### config.mk
export PLATFORM = sky130hd
export DESIGN_NAME = xbus_arb
export DESIGN_NICKNAME = d
export VERILOG_FILES = /design/src/rtl/xbus_arb.sv
export SDC_FILE = /design/constraint.sdc
export NUM_CORES = 1
export LEC_CHECK = 0
export ABC_AREA = 1
export CORE_AREA = 2 2 117 119
export CTS_CLUSTER_DIAMETER = 120
export DETAILED_ROUTE_END_ITERATION = 6
export DIE_AREA = 0 0 119 121
export DONT_BUFFER_PORTS = 1
export GPL_TIMING_DRIVEN = 0
export MAX_ROUTING_LAYER = met4
export PLACE_DENSITY = 0.57
export SYNTH_ARGS = -nofsm -noshare
export SYNTH_HDL_FRONTEND = slang
export SYNTH_SLANG_ARGS = --single-unit
### constraint.sdc
create_clock -name clk -period 1.9 [get_ports clk]
set_input_delay 0.285 -clock clk [delete_from_list [all_inputs] [get_ports clk]]
set_output_delay 0.285 -clock clk [all_outputs]
set_load 0.1 [all_outputs]
### src/rtl/xbus_arb.sv
// xbus_arb: two-master arbiter for the xtop data bus.
//
// Master 0 is the xctrl controller. Master 1 is a DMA engine that can lock the bus for
// bursts of up to MAX_BURST consecutive grants. At most one access is issued per cycle.
// Grants are combinational from the registered state and the live requests. Read data
// is captured on the granting edge and returned with a one-cycle rvalid pulse.
//
// Ports
//   clk, rst                  clock, asynchronous active-low reset
//   m0_req/we/addr/wdata      master 0 request; held until m0_gnt
//   m0_gnt                    master 0 access issued this cycle
//   m0_rdata, m0_rvalid       master 0 read return (registered)
//   m1_req/lock/we/addr/wdata master 1 request, with burst lock
//   m1_gnt                    master 1 access issued this cycle
//   m1_rdata, m1_rvalid       master 1 read return (registered)
//   s_sel/we/addr/wdata       muxed bus access toward the address decoder
//   s_rdata                   decoder read mux output (combinational)
//   locked                    high while a locked M1 burst owns the bus
module xbus_arb #(
  parameter int unsigned ADDR_W    = 32,
  parameter int unsigned DATA_W    = 32,
  parameter int unsigned MAX_BURST = 16
) (
  input  logic              clk,
  input  logic              rst,
  input  logic              m0_req,
  input  logic              m0_we,
  input  logic [ADDR_W-1:0] m0_addr,
  input  logic [DATA_W-1:0] m0_wdata,
  output logic              m0_gnt,
  output logic [DATA_W-1:0] m0_rdata,
  output logic              m0_rvalid,
  input  logic              m1_req,
  input  logic              m1_lock,
  input  logic              m1_we,
  input  logic [ADDR_W-1:0] m1_addr,
  input  logic [DATA_W-1:0] m1_wdata,
  output logic              m1_gnt,
  output logic [DATA_W-1:0] m1_rdata,
  output logic              m1_rvalid,
  output logic              s_sel,
  output logic              s_we,
  output logic [ADDR_W-1:0] s_addr,
  output logic [DATA_W-1:0] s_wdata,
  input  logic [DATA_W-1:0] s_rdata,
  output logic              locked
);

  localparam int unsigned CntW = $clog2(MAX_BURST + 1);
  localparam logic [CntW-1:0] MaxCnt = CntW'(MAX_BURST);

  typedef enum logic [1:0] {StIdle, StLocked, StRelease} state_e;

  state_e          state_q, state_d;
  logic            last_q, last_d;
  logic [CntW-1:0] cnt_q, cnt_d;
  logic [CntW-1:0] cnt_inc;
  logic            gnt0_raw, gnt1_raw;

  // Saturating increment: the burst counter never wraps.
  assign cnt_inc = (cnt_q == MaxCnt) ? cnt_q : cnt_q + CntW'(1);

  always_comb begin
    gnt0_raw = 1'b0;
    gnt1_raw = 1'b0;
    state_d  = state_q;
    cnt_d    = cnt_q;
    unique case (state_q)
      StIdle: begin
        if (m0_req && m1_req) begin
          // Round robin: the master not granted last wins the tie.
          gnt0_raw = last_q;
          gnt1_raw = ~last_q;
        end else begin
          gnt0_raw = m0_req;
          gnt1_raw = m1_req;
        end
        if (gnt1_raw && m1_lock) begin
          state_d = StLocked;
          cnt_d   = CntW'(1);
        end
      end
      StLocked: begin
        gnt1_raw = m1_req;
        if (gnt1_raw) cnt_d = cnt_inc;
        // The grant that reaches the cap is still issued, then the bus is released.
        if (!m1_lock || (gnt1_raw && cnt_inc == MaxCnt)) state_d = StRelease;
      end
      StRelease: begin
        // One cycle where M0 has strict priority so a burst cannot starve it.
        gnt0_raw = m0_req;
        gnt1_raw = ~m0_req & m1_req;
        state_d  = StIdle;
        cnt_d    = '0;
      end
      default: begin
        state_d = StIdle;
        cnt_d   = '0;
      end
    endcase
  end

  always_comb begin
    last_d = last_q;
    if (gnt0_raw)      last_d = 1'b0;
    else if (gnt1_raw) last_d = 1'b1;
  end

  // Reset blocks grants combinationally so no access leaks while rst is low.
  assign m0_gnt = gnt0_raw & rst;
  assign m1_gnt = gnt1_raw & rst;
  assign s_sel  = m0_gnt | m1_gnt;
  assign locked = (state_q == StLocked);

  always_comb begin
    s_we    = 1'b0;
    s_addr  = '0;
    s_wdata = '0;
    if (m0_gnt) begin
      s_we    = m0_we;
      s_addr  = m0_addr;
      s_wdata = m0_wdata;
    end else if (m1_gnt) begin
      s_we    = m1_we;
      s_addr  = m1_addr;
      s_wdata = m1_wdata;
    end
  end

  always_ff @(posedge clk or negedge rst) begin
    if (!rst) begin
      state_q <= StIdle;
      last_q  <= 1'b1;
      cnt_q   <= '0;
    end else begin
      state_q <= state_d;
      last_q  <= last_d;
      cnt_q   <= cnt_d;
    end
  end

  // Read return: capture the decoder output on the granting edge.
  always_ff @(posedge clk or negedge rst) begin
    if (!rst) begin
      m0_rvalid <= 1'b0;
      m1_rvalid <= 1'b0;
      m0_rdata  <= '0;
      m1_rdata  <= '0;
    end else begin
      m0_rvalid <= m0_gnt & ~m0_we;
      m1_rvalid <= m1_gnt & ~m1_we;
      if (m0_gnt && !m0_we) m0_rdata <= s_rdata;
      if (m1_gnt && !m1_we) m1_rdata <= s_rdata;
    end
  end

endmodule
### Word level (Yosys, flattened, before mapping)

Cells that the tools add are included.

| operators by class | value |
|---|---|
| add/subtract/negate cells | 1 |
| multiply operators | 0 |
| divide/modulo/power cells | 0 |
| magnitude comparators | 0 |
| equality and inequality tests | 7 |
| shifts and indexed selects | 0 |
| multiplexer cells | 20 |
| bitwise logic cells | 10 |
| reduce and logical (&&, ||, !) cells | 13 |

Operators by type and width:

| cell | number |
|---|---|
| $mux 32 | 4 |
| $mux 5 | 3 |
| $eq 5x5->1 const B | 2 |
| $pmux 5 s2 | 1 |
| $mux 1 | 7 |
| $add 5x1->5 const B | 1 |
| $and 1x1->1 | 5 |
| $logic_and 1x1->1 | 5 |
| $mux 2 | 2 |
| $ne 2x2->1 const B | 2 |
| $not 1->1 | 4 |
| $pmux 2 s2 | 1 |
| $reduce_and 2->1 | 2 |
| $logic_not 1->1 | 3 |
| $pmux 1 s3 | 1 |
| $eq 2x1->1 const B | 1 |
| $eq 2x2->1 const B | 1 |
| $logic_not 2->1 | 1 |
| $ne 2x1->1 const B | 1 |
| $pmux 1 s2 | 1 |
| $reduce_bool 2->1 | 1 |
| $logic_or 1x1->1 | 1 |
| $or 1x1->1 | 1 |

| storage, ports and cells | value |
|---|---|
| flip-flop bits (word level) | 74 |
| latch bits | 0 |
| RAM bits | 0 |
| ROM bits | 0 |
| input port bits | 167 |
| output and inout bits | 135 |
| logic and storage cells | 58 |
| memories | 0 |

### Depth between registers and ports, before layout

| logic depth | value |
|---|---|
| depth in word-level cells | 7 |
| mapped depth | 11 |
| gate-level depth less buffers | 11 |

### Least setup slack after synthesis

No wires, ideal clock.

| timing path | value |
|---|---|
| path kind | register to output |
| start | register state_q[1] |
| end | output port s_addr[22] |
| data arrival time | 2721 ps |
| data required time | 1615 ps |
| slack | -1106 ps |
| stages on the path, launching flop included | 9 |
| buffers on the path | 1 |
| path through | dfrtp_1 nor2_4 nand2_1 nand3_2 nand2_4 inv_2 buf_2 nand2_1 nand2_1 |

| between the ends | value |
|---|---|
| word-level cells in the longest chain between the ends | 5 |
| elaborated cells on any way between the ends | 9 |
| classes of those cells | eq/ne (2); mux (4); bitwise (2); reduce/logical (1) |

RTL lines:

| element | line | RTL |
|---|---|---|
| from (decl) | 54 | `state_e state_q, state_d;` |
| from (signal assigned) | 132 | `state_q <= StIdle;` |
| from (signal assigned) | 136 | `state_q <= state_d;` |
| $eq 2x1->1 | - |  |
| net locked | 46 | `output logic locked` |
| $pmux 1 s3 | 68 | `unique case (state_q)` |
| $and 1x1->1 | 111 | `assign m1_gnt = gnt1_raw & rst;` |
| net m1_gnt | 38 | `output logic m1_gnt,` |
| $mux 32 | 123 | `end else if (m1_gnt) begin` |
| $mux 32 | 119 | `if (m0_gnt) begin` |
| to (decl) | 43 | `output logic [ADDR_W-1:0] s_addr,` |

The timed path passes the listed nets, and every way through them passes these cells.

### Worst setup path in the final report

| timing path | value |
|---|---|
| start | register state_q[0] |
| end | output port s_wdata[27] |

| between the ends | value |
|---|---|
| word-level cells in the longest chain between the ends | 5 |
| elaborated cells on any way between the ends | 9 |
| classes of those cells | eq/ne (2); mux (4); bitwise (2); reduce/logical (1) |

RTL lines:

| element | line | RTL |
|---|---|---|
| $eq 2x1->1 | - |  |
| net locked | 46 |  |
| $pmux 1 s3 | 68 |  |
| $and 1x1->1 | 111 |  |
| $mux 32 | 123 |  |
| $mux 32 | 119 |  |
| to (decl) | 44 | `output logic [DATA_W-1:0] s_wdata,` |

The timed path passes the listed nets, and every way through them passes these cells.

==> qor.txt <==
Type of the worst setup path: reg2out
Largest net degree at the start of global routing: 77
Setup Skew: 0.003670 ns
Worst slack, placed: -0.5765 ns
CP max FO: 7
Outcome: complete, but fails checks
Cell area power density: 2009 nW/um^2
Seq. cell area: 1854 um^2
HP Class: in2async
Worst vdd ir: 1.586 mV
Cells after DPL: 744
Clock slew at the register clock pins of the worst setup and hold paths: 0.06 ns
RR Endpoint: m1_rdata[11]
Internal Power: 0.004235 W
Post-synth top area cell: dfrtp_1
Routed via count: 3,943
Netlist cell types: 25
Worst EP arrival: 2.35 ns
Area share of the largest cell type after synthesis: 44.77%
Area of the core: 13,090 um^2
GPL Wtd Cong: 0.7659
Post-DR vias/cell: 4.991
Routed len/inst: 19.22 um
TritonCTS Sinks: 74
Most common cell in the netlist: nand2_1
DR iter-0 viols: 201
Leak pwr: 2.964 nW
DRC viols: 0
Slew margin rel.: 32.23%
Combinational family with the most area after synthesis: simple AND/OR/NAND/NOR gates
Ys async rst share: 100.0%
Seq/Total Area, Yosys: 45.42%
Max Fclk: 379.2 MHz
Starting Density: 31.18%
Synthesized area: 4080 um^2
DRT Pass-1 Iters: 6
Synth Area in XOR/XNOR: 0.2147%
Worst setup margin: -0.7369 ns
Clock root buffer: clkbuf_16
Worst-Skew Late Latency: 0.33 ns
Worst R2R Path Depth: 12
Buffers on Ports: 0
Post-synthesis mux area share: 0%
Hold Violations, Final: 74
IO Pins: 302
Synthesis-to-finish area growth: 59.92%
Failing checks: hold timing, setup timing
Worst Tran Pin Value: 1.017 ns
Count of non-filler cells in the finished layout: 790
Setup crit start kind: flip-flop
FP Rows: 42
Post-Synth Simple-Gate Area: 37.72%
Top cells by count, synth: nand2_1 (305), dfrtp_1 (73), o21ai_0 (70)
Top_reg_cell synth: dfrtp_1
Share of layout cells above drive strength 1: 37.46%
Die footprint: 14,400 um^2
Routed Antenna Nets: 0
Vias in the first global route: 3,903
Fraction of the mapped netlist area in compound gates: 9.261%
Yosys warnings: 0
Type of destination of the critical path: output pin
Number of synthesized flops with an enable pin: 0
Die Span X: 119 um
Final Hold Slack: -0.3527 ns
Adder-cell share of the synthesized area: 0.6133%
Switching power: 0.008875 W
Reg-to-reg startpoint: state_q[0]
CTS Buffer Depth: 2
Avg Cell Area, Syn: 7.183 um^2
Cells after synthesis: 568
Initial antenna violation count: 0
Num CTS Buffers: 9
Max-cap violations: 0
Syn Nets: 737
Total wire length: 15,190 um
Power consumption: 0.01311 W
CP Data Required Time: 1.62 ns
HPWL Detailed: 11,600 um
Register-to-register setup slack: -0.53 ns
Logic pwr share: 32.0%
Sw frac: 67.70%
Synth Register Bits: 74
Die Span Y: 121 um
Final period util: 138.8%
Final setup fails: 100
H-tree lvl count: 3
Placed Instance Area: 5438 um^2
First-pass GRT wire length: 22,330 um
Max-slew violations: 0
Total grt overflow: 0
TritonCTS clock tree: yes
RSZ-0062 raised after global routing: yes
Clk network pwr share: 12.5%
Crit path time final: 2.637 ns
Gr usage total: 20.62%
Layout Nets: 778
Setup TNS Final: -63.94 ns
Multi-input gate area: 3393 um^2
Fin area: 6525 um^2
Fill cell count: 1,202
Sequential share of power: 55.5%
Ranking of synthesized cells by area: dfrtp_1 (45%), nand2_1 (28%), o21ai_0 (8.6%), nand2_2 (6.1%), buf_12 (2.0%)
Antenna cells: 0
power by group through the flow:
stage | clock [W] | sequential [W] | combinational (W)
floorplan | 0 | 0.00707 | 0.00340
global placement | 0 | 0.00731 | 0.00365
detailed placement | 0 | 0.00731 | 0.00372
CTS | 0.00168 | 0.00729 | 0.00397
global route | 0.00175 | 0.00736 | 0.00447
finish | 0.00163 | 0.00728 | 0.00420
repair_timing:
item,CTS,global route
resized for setup,67,55
pin swaps,34,46
endpoints found under the hold margin,74,74
endpoints found under the setup margin,98,101
setup buffers,10,10
cloned,4,7
worst max path at each step:
stage          depth (start not counted)     endpoint  slack (ns)       start
2_1_floorplan                         10   s_addr[11]       -0.30  state_q[0]
3_5_place_dp                          10  s_wdata[21]       -0.58  state_q[0]
4_1_cts                                9  s_wdata[23]       -0.81  state_q[1]
5_1_grt                               10    s_addr[3]       -0.83  state_q[0]
3_3_place_gp                          10  s_wdata[21]       -0.57  state_q[0]
6_report                              10  s_wdata[27]       -0.74  state_q[0]
flip-flops by register name, summed over array words and instances, names as in the netlist:
register   cells
m0_rvalid      1
m1_rdata      32
state_q        2
cnt_q          5
last_q         1
m1_rvalid      1
m0_rdata      32
through the flow:
step           util [%]  hold WS, ns
2_1_floorplan         -     -0.01059
3_3_place_gp      41.56    -0.008427
3_5_place_dp      41.56    -0.008598
4_1_cts           46.46      -0.3648
5_1_grt           49.87      -0.3772
6_report          49.87      -0.3527
worst max-delay path: stages, from the launching register on:
cell and delay [ns]:
dfrtp_1 0.37, inv_2 0.07, nor2_4 0.61, nand2_2 0.16, nand3_4 0.13, nand2_8 0.07, clkinv_8 0.07, buf_12 0.13
clkbuf_16 0.16, nand2_4 0.07, nand2_8 0.17
cell type report:
cell class / count / area share (%)
clock buffers: 12 / 4.084
flip-flops and latches: 74 / 28.42
inverters: 16 / 1.151
multi-input cells: 446 / 52.00
clock inverters: 4 / 0.3835
plain buffers: 32 / 4.832
well taps: 176 / 3.375
repair buffers: 30 / 5.753
cell families (layout without fill, tap and decap cells):
family	Yosys count	after routing
flip-flops	74	74
buffers and inverters	48	94
AND/OR/NAND/NOR	369	369
XOR/XNOR	1	1
AO/OA/AOI/OAI	74	74
adder cells (fa/ha/maj)	2	2
routing by layer:
| metal | vias to the layer above | track usage, % | routed length, um |
|---|---|---|---|
| li1 | 1848 | - | - |
| met1 | 1855 | 22.60 | 5374 |
| met2 | 204 | 33.41 | 7756 |
| met3 | 36 | 9.117 | 1596 |
| met4 | 0 | 7.440 | 458 |
| met5 | - | - | 0 |
layout by cell type, fill, tap and decap left out, drive strengths merged:
master and n:
nand2 346, dfrtp 73, o21ai 70, buf 44, clkbuf 30, inv 15, nand3 11, nor2 10
clkinv 3, nand4 2, ha 2, clkinvlp 2, a21oi 2, a22oi 1, o22ai 1, xor2 1
dfstp 1
(Power assumes the default switching activity.)
